$ cat src/rtl/alu_rr_arbiter_if.sv
// Request/response bundle between issuing units and the shared-ALU round-robin arbiter.
// The slave modport is the arbiter side; master is the requester/consumer side.
interface alu_rr_arbiter_if #(
  parameter int unsigned NUM_REQ = 4,
  parameter int unsigned DATA_W  = 8
);
  localparam int unsigned ID_W = $clog2(NUM_REQ);

  logic [NUM_REQ-1:0]        req_valid;
  logic [NUM_REQ-1:0]        req_ready;
  logic [NUM_REQ*3-1:0]      req_op;
  logic [NUM_REQ*DATA_W-1:0] req_a;
  logic [NUM_REQ*DATA_W-1:0] req_b;
  logic                      rsp_valid;
  logic                      rsp_ready;
  logic [ID_W-1:0]           rsp_id;
  logic [DATA_W-1:0]         rsp_data;

  modport slave (
    input  req_valid, req_op, req_a, req_b, rsp_ready,
    output req_ready, rsp_valid, rsp_id, rsp_data
  );

  modport master (
    output req_valid, req_op, req_a, req_b, rsp_ready,
    input  req_ready, rsp_valid, rsp_id, rsp_data
  );
endinterface

$ cat src/rtl/alu_rr_arbiter.sv
// Round-robin arbiter sharing one 8-bit ALU between NUM_REQ requesters, 1-cycle registered result.
// Define ALU_ARB_STATS_EN to add saturating accepted-op and stall-cycle counters.
module alu_rr_arbiter #(
  parameter int unsigned NUM_REQ = 4,
  parameter int unsigned DATA_W  = 8
) (
  input  logic            clk,
  input  logic            rst_n,
  alu_rr_arbiter_if.slave bus
`ifdef ALU_ARB_STATS_EN
  ,
  output logic [15:0]     stat_ops,
  output logic [15:0]     stat_stall
`endif
);
  localparam int unsigned ID_W = $clog2(NUM_REQ);
  localparam int unsigned SH_W = $clog2(DATA_W);

  function automatic logic [DATA_W-1:0] alu_f(input logic [2:0] op,
                                               input logic [DATA_W-1:0] a,
                                               input logic [DATA_W-1:0] b);
    logic [DATA_W-1:0] r;
    logic              big;
    logic [SH_W-1:0]   sh;
    r   = '0;
    big = (32'(b) >= DATA_W);
    sh  = b[SH_W-1:0];
    unique case (op)
      3'b000: r = a + b;
      3'b001: r = a - b;
      3'b010: r = a & b;
      3'b011: r = a | b;
      3'b100: r = a ^ b;
      3'b101: r = big ? '0 : (a << sh);
      3'b110: r = big ? '0 : (a >> sh);
      // Oversized arithmetic shift saturates to the sign fill.
      3'b111: r = big ? {DATA_W{a[DATA_W-1]}} : DATA_W'($signed(a) >>> sh);
      default: r = '0;
    endcase
    return r;
  endfunction

  logic                rsp_valid_q, rsp_valid_d;
  logic [DATA_W-1:0]   rsp_data_q, rsp_data_d;
  logic [ID_W-1:0]     rsp_id_q, rsp_id_d;
  logic [ID_W-1:0]     ptr_q, ptr_d;

  logic [NUM_REQ-1:0]  grant;
  logic [ID_W-1:0]     gnt_idx;
  logic [ID_W-1:0]     idx;
  logic                any_valid;
  logic                can_accept;
  logic                accept;
  logic [2:0]          op_sel;
  logic [DATA_W-1:0]   a_sel, b_sel;

  // First valid requester at or after ptr, wrapping.
  always_comb begin
    grant     = '0;
    gnt_idx   = '0;
    any_valid = 1'b0;
    idx       = '0;
    for (int unsigned off = 0; off < NUM_REQ; off++) begin
      idx = ID_W'((32'(ptr_q) + off) % NUM_REQ);
      if (!any_valid && bus.req_valid[idx]) begin
        any_valid    = 1'b1;
        grant[idx]   = 1'b1;
        gnt_idx      = idx;
      end
    end
  end

  // rst_n gates ready so no handshake completes while reset is held.
  assign can_accept    = rst_n && (!rsp_valid_q || bus.rsp_ready);
  assign accept        = any_valid && can_accept;
  assign bus.req_ready = grant & {NUM_REQ{can_accept}};

  assign op_sel = bus.req_op[3*gnt_idx +: 3];
  assign a_sel  = bus.req_a[DATA_W*gnt_idx +: DATA_W];
  assign b_sel  = bus.req_b[DATA_W*gnt_idx +: DATA_W];

  always_comb begin
    rsp_valid_d = rsp_valid_q;
    rsp_data_d  = rsp_data_q;
    rsp_id_d    = rsp_id_q;
    ptr_d       = ptr_q;
    if (accept) begin
      rsp_valid_d = 1'b1;
      rsp_data_d  = alu_f(op_sel, a_sel, b_sel);
      rsp_id_d    = gnt_idx;
      ptr_d       = (gnt_idx == ID_W'(NUM_REQ - 1)) ? '0 : gnt_idx + 1'b1;
    end else if (rsp_valid_q && bus.rsp_ready) begin
      rsp_valid_d = 1'b0;
    end
  end

  always_ff @(posedge clk or negedge rst_n) begin
    if (!rst_n) begin
      rsp_valid_q <= 1'b0;
      rsp_data_q  <= '0;
      rsp_id_q    <= '0;
      ptr_q       <= '0;
    end else begin
      rsp_valid_q <= rsp_valid_d;
      rsp_data_q  <= rsp_data_d;
      rsp_id_q    <= rsp_id_d;
      ptr_q       <= ptr_d;
    end
  end

  assign bus.rsp_valid = rsp_valid_q;
  assign bus.rsp_data  = rsp_data_q;
  assign bus.rsp_id    = rsp_id_q;

`ifdef ALU_ARB_STATS_EN
  logic [15:0] stat_ops_q, stat_ops_d;
  logic [15:0] stat_stall_q, stat_stall_d;

  always_comb begin
    stat_ops_d   = stat_ops_q;
    stat_stall_d = stat_stall_q;
    if (accept && (stat_ops_q != 16'hFFFF)) begin
      stat_ops_d = stat_ops_q + 16'd1;
    end
    if (rsp_valid_q && !bus.rsp_ready && (stat_stall_q != 16'hFFFF)) begin
      stat_stall_d = stat_stall_q + 16'd1;
    end
  end

  always_ff @(posedge clk or negedge rst_n) begin
    if (!rst_n) begin
      stat_ops_q   <= '0;
      stat_stall_q <= '0;
    end else begin
      stat_ops_q   <= stat_ops_d;
      stat_stall_q <= stat_stall_d;
    end
  end

  assign stat_ops   = stat_ops_q;
  assign stat_stall = stat_stall_q;
`endif
endmodule

$ cat src/flat_wrapper.sv
// flat-port wrapper written by rule: the top's interface ports become plain ports
module alu_rr_arbiter_flat 
#(
  parameter int unsigned NUM_REQ = 4,
  parameter int unsigned DATA_W  = 8
)
  (clk, rst_n, bus_req_valid, bus_req_op, bus_req_a, bus_req_b, bus_rsp_ready, bus_req_ready, bus_rsp_valid, bus_rsp_id, bus_rsp_data);
  alu_rr_arbiter_if #(.NUM_REQ(NUM_REQ), .DATA_W(DATA_W)) bus_i ();
  input  logic clk;
  input  logic rst_n;
  input wire logic [$bits(bus_i.req_valid)-1:0] bus_req_valid;
  input wire logic [$bits(bus_i.req_op)-1:0] bus_req_op;
  input wire logic [$bits(bus_i.req_a)-1:0] bus_req_a;
  input wire logic [$bits(bus_i.req_b)-1:0] bus_req_b;
  input wire logic [$bits(bus_i.rsp_ready)-1:0] bus_rsp_ready;
  output wire logic [$bits(bus_i.req_ready)-1:0] bus_req_ready;
  output wire logic [$bits(bus_i.rsp_valid)-1:0] bus_rsp_valid;
  output wire logic [$bits(bus_i.rsp_id)-1:0] bus_rsp_id;
  output wire logic [$bits(bus_i.rsp_data)-1:0] bus_rsp_data;
  assign bus_i.req_valid = bus_req_valid;
  assign bus_i.req_op = bus_req_op;
  assign bus_i.req_a = bus_req_a;
  assign bus_i.req_b = bus_req_b;
  assign bus_i.rsp_ready = bus_rsp_ready;
  assign bus_req_ready = bus_i.req_ready;
  assign bus_rsp_valid = bus_i.rsp_valid;
  assign bus_rsp_id = bus_i.rsp_id;
  assign bus_rsp_data = bus_i.rsp_data;
  alu_rr_arbiter #(.NUM_REQ(NUM_REQ), .DATA_W(DATA_W)) u_core (.clk(clk), .rst_n(rst_n), .bus(bus_i));
endmodule
$ cat config.mk
export PLATFORM = sky130hd
export DESIGN_NAME = alu_rr_arbiter_flat
export DESIGN_NICKNAME = d
export VERILOG_FILES = /design/src/rtl/alu_rr_arbiter_if.sv /design/src/rtl/alu_rr_arbiter.sv /design/src/flat_wrapper.sv
export SDC_FILE = /design/constraint.sdc
export NUM_CORES = 1
export LEC_CHECK = 0
export BUFFER_PORTS_ARGS = -buffer_cell sky130_fd_sc_hd__buf_2
export CAP_MARGIN = 20
export CORE_ASPECT_RATIO = 0.7
export CORE_MARGIN = 2
export CORE_UTILIZATION = 55
export CTS_CLUSTER_DIAMETER = 120
export DETAILED_ROUTE_END_ITERATION = 10
export GPL_ROUTABILITY_DRIVEN = 0
export PLACE_DENSITY_LB_ADDON = 0.3
export SLEW_MARGIN = 15
export SYNTH_ARGS = -nofsm -noshare
export SYNTH_HDL_FRONTEND = slang
export SYNTH_SLANG_ARGS = --single-unit
export TNS_END_PERCENT = 1
$ cat constraint.sdc
create_clock -name clk -period 8.4 [get_ports clk]
set_input_delay 1.26 -clock clk [delete_from_list [all_inputs] [get_ports clk]]
set_output_delay 1.26 -clock clk [all_outputs]
set_load 0.01 [all_outputs]
==> metrics.yaml, run 1 <==
status: "finished clean"
grt_max_degree: 53
setup.worst_path.start_class: "flop"
global_route.usage.total_pct: 33.5
postCtsSetupBuffers: 0
via_count: 4491
cp.required_ns: 8.53
clock_tree.htree_level_count: 1
hold_path.class: "flop to flop"
layout-area-overhead-vs-synth_pct: 12.5
detail_route.wl_per_cell_um: 19.6
vias_per_cell: 6.76
synth_area_leader_cell: "sky130_fd_sc_hd__ha_1"
timing.critical_path.slowest_stage_cell: "sky130_fd_sc_hd__mux4_2"
detail_route.wirelength_um: 13000
initial_utilization_pct: 57.2
final_cell_area_um2: 4390
worst_clock_skew_ns: 0.00297
clock_tree_from_tritoncts: "built"
number_of_global_route_vias_before_repair: 4076
tcrit_tclk_final_pct: 80.3
ys.flop_type: "sky130_fd_sc_hd__dfrtp_1"
synth.yosys.seq_area_share_pct: 8.34
slew_headroom_pct: 43.9
clkSlewWorstSetupHoldPaths_ns: 0.06
finalWorstPathRequiredPeriod_ns: 6.74
clk_root_buffer_cell: "sky130_fd_sc_hd__clkbuf_8"
timing.max_cap.violations: 0
synth.distinct_cells: 88
detailedRoute.firstPassIterationCount: 5
worstReg2RegStart: "u_core.ptr_q[0]"
die_w_um: 105
clock_sink_count: 13
timing.setup.critical_path_class: "flop to flop"
worst_hold_path.endpoint: "u_core.bus.rsp_id[0]"
timing.rr.end: "u_core.bus.rsp_data[7]"
final-seq-area_um2: 325
max_slew.worst_pin.slew_ns: 0.838
max_clock_freq_mhz: 148
syn_avg_cell_area_um2: 7.85
die_h_um: 74.5
post_cts_resized: 0
clock_insertion_delay_at_the_later_pin_of_the_skew_report_ns: 0.25
global_route_wire_length_before_repair_um: 21000
finalSetupViolCount: 0
synth_seq_cells: 13
worst_slack_ns: 1.66
timing.final.max_slew_violations: 0
placed_cells: 660
post_dp_cell_area_um2: 4350
fill_cells: 633
mappedNetlistArea_um2: 3900
setup_tns_ns: 0
cts_hold_buf: 0
final_antenna_net_count: 0
nNetsFinal: 687
io-pin-count: 98
num_antenna_cells: 0
r2r.worst_path.cells: 22
yosys.area.top_type_share_pct: 10.3
fp-row-count: 25
hpwl_um: 10200
die_area_um2: 7800
ys_top_cells_by_count: "55 x sky130_fd_sc_hd__nand2_1, 33 x sky130_fd_sc_hd__o21ai_0, 32 x sky130_fd_sc_hd__a21oi_1, 32 x sky130_fd_sc_hd__ha_1, 32 x sky130_fd_sc_hd__mux2i_1"
regToRegSetupSlack_ns: 1.66
post_synth_main_area_contributors: "sky130_fd_sc_hd__ha_1 10%, sky130_fd_sc_hd__dfrtp_1 8.3%, sky130_fd_sc_hd__mux2i_1 8.2%, sky130_fd_sc_hd__nand2_1 5.3%, sky130_fd_sc_hd__mux2_2 4.3%"
synth.net_count: 613
antenna_found_initial: 0
postSynth.asyncResetShare_pct: 100
holdPathStages: 2
drt_iter0_drc: 620
crit_chain: "buf_4 -> inv_1 -> ha_1 -> mux4_2 -> nor2_2 -> a22oi_4 -> nand2_4 -> mux2i_1 -> mux2_2 -> nand2_2 -> nor2_1 -> mux2i_1 -> ha_1 -> a21o_1 -> a41o_1 -> o21ai_0 -> nand2b_1 -> a21oi_1 -> xnor2_1 -> xnor2_1 -> nor2_1 -> o32a_1"
post-place-ws_ns: 1.75
number_of_flops_mapped_to_enable_cells_by_yosys: 0
timing.critical_path.fanout_max: 52
hold_violations: 0
remaining_drc_errors: 0
clk_path_buf_depth: 2
global_route.overflow_total: 0
timing.critical_path.slowest_cell_delay_ns: 0.70
postSynthCellCount: 497
core_um2: 6820
crit_arrival_ns: 6.87
cts_made_buffers: 3
number_of_warnings_printed_during_yosys_synthesis: 0
hold_path_startpoint: "u_core.bus.rsp_id[0]"
post-synth-top-count-cell: "sky130_fd_sc_hd__nand2_1"
rsz_0062_raised_after_global_routing: "no"
layoutNonFillerInstCount: 664
multi_input_area_um2: 3270
layout-drive-gt1-share_pct: 28.8
portBuffers: 97
critical_path_endpoint_category: "flop"
==> critical path, delay by kind of cell (launching register included) <==
kind | cells | cell delay, ns
xor+xnor | 2 | 0.31
compound gates | 6 | 1.25
mux | 4 | 1.67
fa+ha+maj | 2 | 0.87
buf+inv | 2 | 0.86
simple gates | 6 | 1.31
flops | 1 | 0.33
==> layer usage <==
metal  GRT usage, %  up-vias  routed length [um]
met5              0        -                   0
met4           8.15        0                 198
met3           7.19       27                1700
met2           51.5      344                5320
met1           48.4     2059                5770
li1               -     2061                   -
==> state kept, by name, summed over array words and instances (netlist names) <==
name                  cells
u_core.bus.rsp_id         2
u_core.ptr_q              2
u_core.bus.rsp_data       8
u_core.bus.rsp_valid      1
==> kinds of logic (layout without fill, tap and decap cells) <==
logic type / count (synthesis) / count (layout) / synth area share (%)
flip-flops: 13 / 13 / 8.34
AO/OA/AOI/OAI: 187 / 187 / 35.4
XOR/XNOR: 12 / 12 / 2.69
adder cells (fa/ha/maj): 33 / 33 / 10.8
multiplexers: 57 / 57 / 17.4
buffers and inverters: 61 / 134 / 7.79
AND/OR/NAND/NOR: 134 / 134 / 17.6
==> cells in the final DEF (no fill, tap or decap), types with 6 or more instances in the layout <==
cell type | Yosys | routed
sky130_fd_sc_hd__o21ai_1 | 7 | 7
sky130_fd_sc_hd__o21ai_0 | 33 | 33
sky130_fd_sc_hd__a22oi_1 | 14 | 14
sky130_fd_sc_hd__a221oi_1 | 7 | 7
sky130_fd_sc_hd__nand3_1 | 20 | 20
sky130_fd_sc_hd__xnor2_1 | 9 | 9
sky130_fd_sc_hd__o22ai_1 | 8 | 8
sky130_fd_sc_hd__inv_1 | 21 | 21
sky130_fd_sc_hd__a31oi_1 | 12 | 12
sky130_fd_sc_hd__buf_2 | 11 | 97
sky130_fd_sc_hd__ha_1 | 32 | 32
sky130_fd_sc_hd__mux2i_1 | 32 | 32
sky130_fd_sc_hd__nor2_1 | 16 | 16
sky130_fd_sc_hd__mux2_2 | 15 | 15
sky130_fd_sc_hd__dfrtp_1 | 13 | 13
sky130_fd_sc_hd__a21o_1 | 6 | 6
sky130_fd_sc_hd__a21oi_1 | 32 | 32
sky130_fd_sc_hd__nand2_1 | 55 | 55
==> final cells by class <==
cell class / count / area share, %
Multi-Input combinational cell: 423 / 74.6
Timing Repair Buffer: 101 / 11.7
Sequential cell: 13 / 7.41
Tap cell: 94 / 2.68
Inverter: 29 / 2.59
Clock buffer: 4 / 1.03
==> metrics by stage <==
step	util, %	hold slack, ns
finish	64.4	0.477
global route	64.4	0.528
CTS	64.4	0.482
detailed placement	63.7	0.469
global placement	63.7	0.467
floorplan	-	0.516
==> worst max-delay path by stage <==
stage | slack, ns | from | to
5_1_grt | 1.13 | u_core.ptr_q[0] | u_core.bus.rsp_data[7]
3_3_place_gp | 2.05 | u_core.ptr_q[0] | u_core.bus.rsp_data[7]
2_1_floorplan | 2.41 | u_core.ptr_q[0] | u_core.bus.rsp_data[7]
6_report | 1.66 | u_core.ptr_q[0] | u_core.bus.rsp_data[7]
4_1_cts | 1.71 | u_core.ptr_q[0] | u_core.bus.rsp_data[7]
3_5_place_dp | 1.75 | u_core.ptr_q[0] | u_core.bus.rsp_data[7]
Power of run 1 is left out: the tool's default activity adds up to more than one toggle a clock period on the data nets, which glitch-free logic cannot reach.
==> inputs of run 2 (changes only) <==
==> constraint.sdc (replaced) <==
create_clock -name clk -period 6.47 [get_ports clk]
set_input_delay 0.9705 -clock clk [delete_from_list [all_inputs] [get_ports clk]]
set_output_delay 0.9705 -clock clk [all_outputs]
set_load 0.01 [all_outputs]
==> metrics.yaml, run 2 (same netlist as run 1, synthesis figures left out) <==
nNetsFinal: 689
post-place-ws_ns: 0.219
placed_cells: 662
cp.required_ns: 6.61
global_route.usage.total_pct: 34.0
slew_headroom_pct: 30.0
hpwl_um: 10200
number_of_global_route_vias_before_repair: 4164
detail_route.wl_per_cell_um: 19.8
die_h_um: 74.5
finalWorstPathRequiredPeriod_ns: 6.12
num_antenna_cells: 0
detail_route.wirelength_um: 13200
timing.critical_path.fanout_max: 13
drt_iter0_drc: 595
worst_clock_skew_ns: 0.00604
detailedRoute.firstPassIterationCount: 8
rsz_0062_raised_after_global_routing: "no"
global_route_wire_length_before_repair_um: 21400
antenna_found_initial: 0
postCtsSetupBuffers: 0
largest_register_ff_count: 8
finalSetupViolCount: 0
layoutNonFillerInstCount: 666
layout_common_cells: "97 x sky130_fd_sc_hd__buf_2, 55 x sky130_fd_sc_hd__nand2_1, 33 x sky130_fd_sc_hd__o21ai_0, 32 x sky130_fd_sc_hd__a21oi_1"
global_route.overflow_total: 0
critical_path_endpoint_category: "flop"
critPathBufInv: 1
timing.critical_path.slowest_stage_cell: "sky130_fd_sc_hd__mux4_2"
timing.final.max_slew_violations: 0
remaining_drc_errors: 0
setup.worst_path.start_class: "flop"
initial_utilization_pct: 57.2
core_um2: 6820
grt_max_degree: 42
gate_family_responsible_for_the_most_delay_along_the_worst_path: "multiplexers"
crit_arrival_ns: 6.26
io-pin-count: 98
portBuffers: 97
max_slew.worst_pin.slew_ns: 1.05
die_w_um: 105
timing.max_cap.violations: 0
clock_insertion_delay_at_the_later_pin_of_the_skew_report_ns: 0.26
final_cell_area_um2: 4430
worst_slack_ns: 0.349
crit_chain: "inv_1 -> ha_2 -> mux4_2 -> nor2_4 -> a22oi_4 -> nand2_4 -> mux2i_1 -> mux2_2 -> nand2_2 -> nor2_2 -> mux2i_1 -> ha_1 -> a21o_1 -> a41o_1 -> o21ai_0 -> nand2b_1 -> a21oi_1 -> xnor2_1 -> xnor2_1 -> nor2_1 -> o32a_1"
layout-area-overhead-vs-synth_pct: 13.4
tcrit_tclk_final_pct: 94.6
clock_tree.htree_level_count: 1
die_area_um2: 7800
cts_hold_buf: 0
status: "finished clean"
max_clock_freq_mhz: 163
clk_path_buf_depth: 2
vias_per_cell: 6.84
clock_tree_from_tritoncts: "built"
setup_tns_ns: 0
hold_violations: 0
post_cts_resized: 0
clk_root_buffer_cell: "sky130_fd_sc_hd__clkbuf_8"
cts_made_buffers: 3
hold_path.class: "flop to flop"
final_common_cell: "sky130_fd_sc_hd__buf_2"
timing.setup.critical_path_class: "flop to flop"
via_count: 4558
clkSlewWorstSetupHoldPaths_ns: 0.06
final_antenna_net_count: 0
clock_sink_count: 13
timing.critical_path.slowest_cell_delay_ns: 0.70
fp-row-count: 25
post_dp_cell_area_um2: 4360
layout-drive-gt1-share_pct: 29.5
## run 2: cell count changes in the layout (fill, tap and decap cells not counted), sizes merged
cell / previous run / this run
buf: 101 / 103
## run 2: final timing paths
path,slack (ns),startpoint,cells after the start,to
worst max-delay path,0.35,u_core.ptr_q[1],21,u_core.bus.rsp_data[7]
worst min-delay path,0.49,u_core.bus.rsp_id[0],2,u_core.bus.rsp_id[0]
worst max register to register,0.35,u_core.ptr_q[1],21,u_core.bus.rsp_data[7]
worst min register to register,0.49,u_core.bus.rsp_id[0],2,u_core.bus.rsp_id[0]
max in group asynchronous,5.62,rst_n,1,u_core.bus.rsp_data[5]
min in group asynchronous,0.60,rst_n,1,u_core.bus.rsp_id[0]
## run 2: through the flow
step,util [%],hold slack (ns)
5_1_grt,64.9,0.511
4_1_cts,64.6,0.489
3_5_place_dp,63.9,0.475
6_report,64.9,0.491
3_3_place_gp,63.9,0.459
2_1_floorplan,-,0.516
## run 2: final cells by class
| cell class | count | area [um2] |
|---|---|---|
| multi-input cells | 423 | 3290 |
| fillers | 610 | 2390 |
| repair buffers | 103 | 531 |
| flip-flops and latches | 13 | 325 |
| well taps | 94 | 118 |
| inverters | 29 | 114 |
| clock buffers | 4 | 45.0 |
## run 2: worst min-delay path, stage by stage (launching register included)
cell and delay [ns]:
sky130_fd_sc_hd__dfrtp_1 0.34, sky130_fd_sc_hd__nand2_1 0.05, sky130_fd_sc_hd__o21ai_0 0.06
## run 2: routing by layer
layer | vias to the layer above | global-route usage (%) | wire, um
met2 | 383 | 53.6 | 5370
li1 | 2058 | - | -
met5 | - | 0 | 0
met3 | 41 | 7.36 | 1920
met1 | 2076 | 48.3 | 5580
met4 | 0 | 7.70 | 291
Power of run 2 is left out for the same reason.
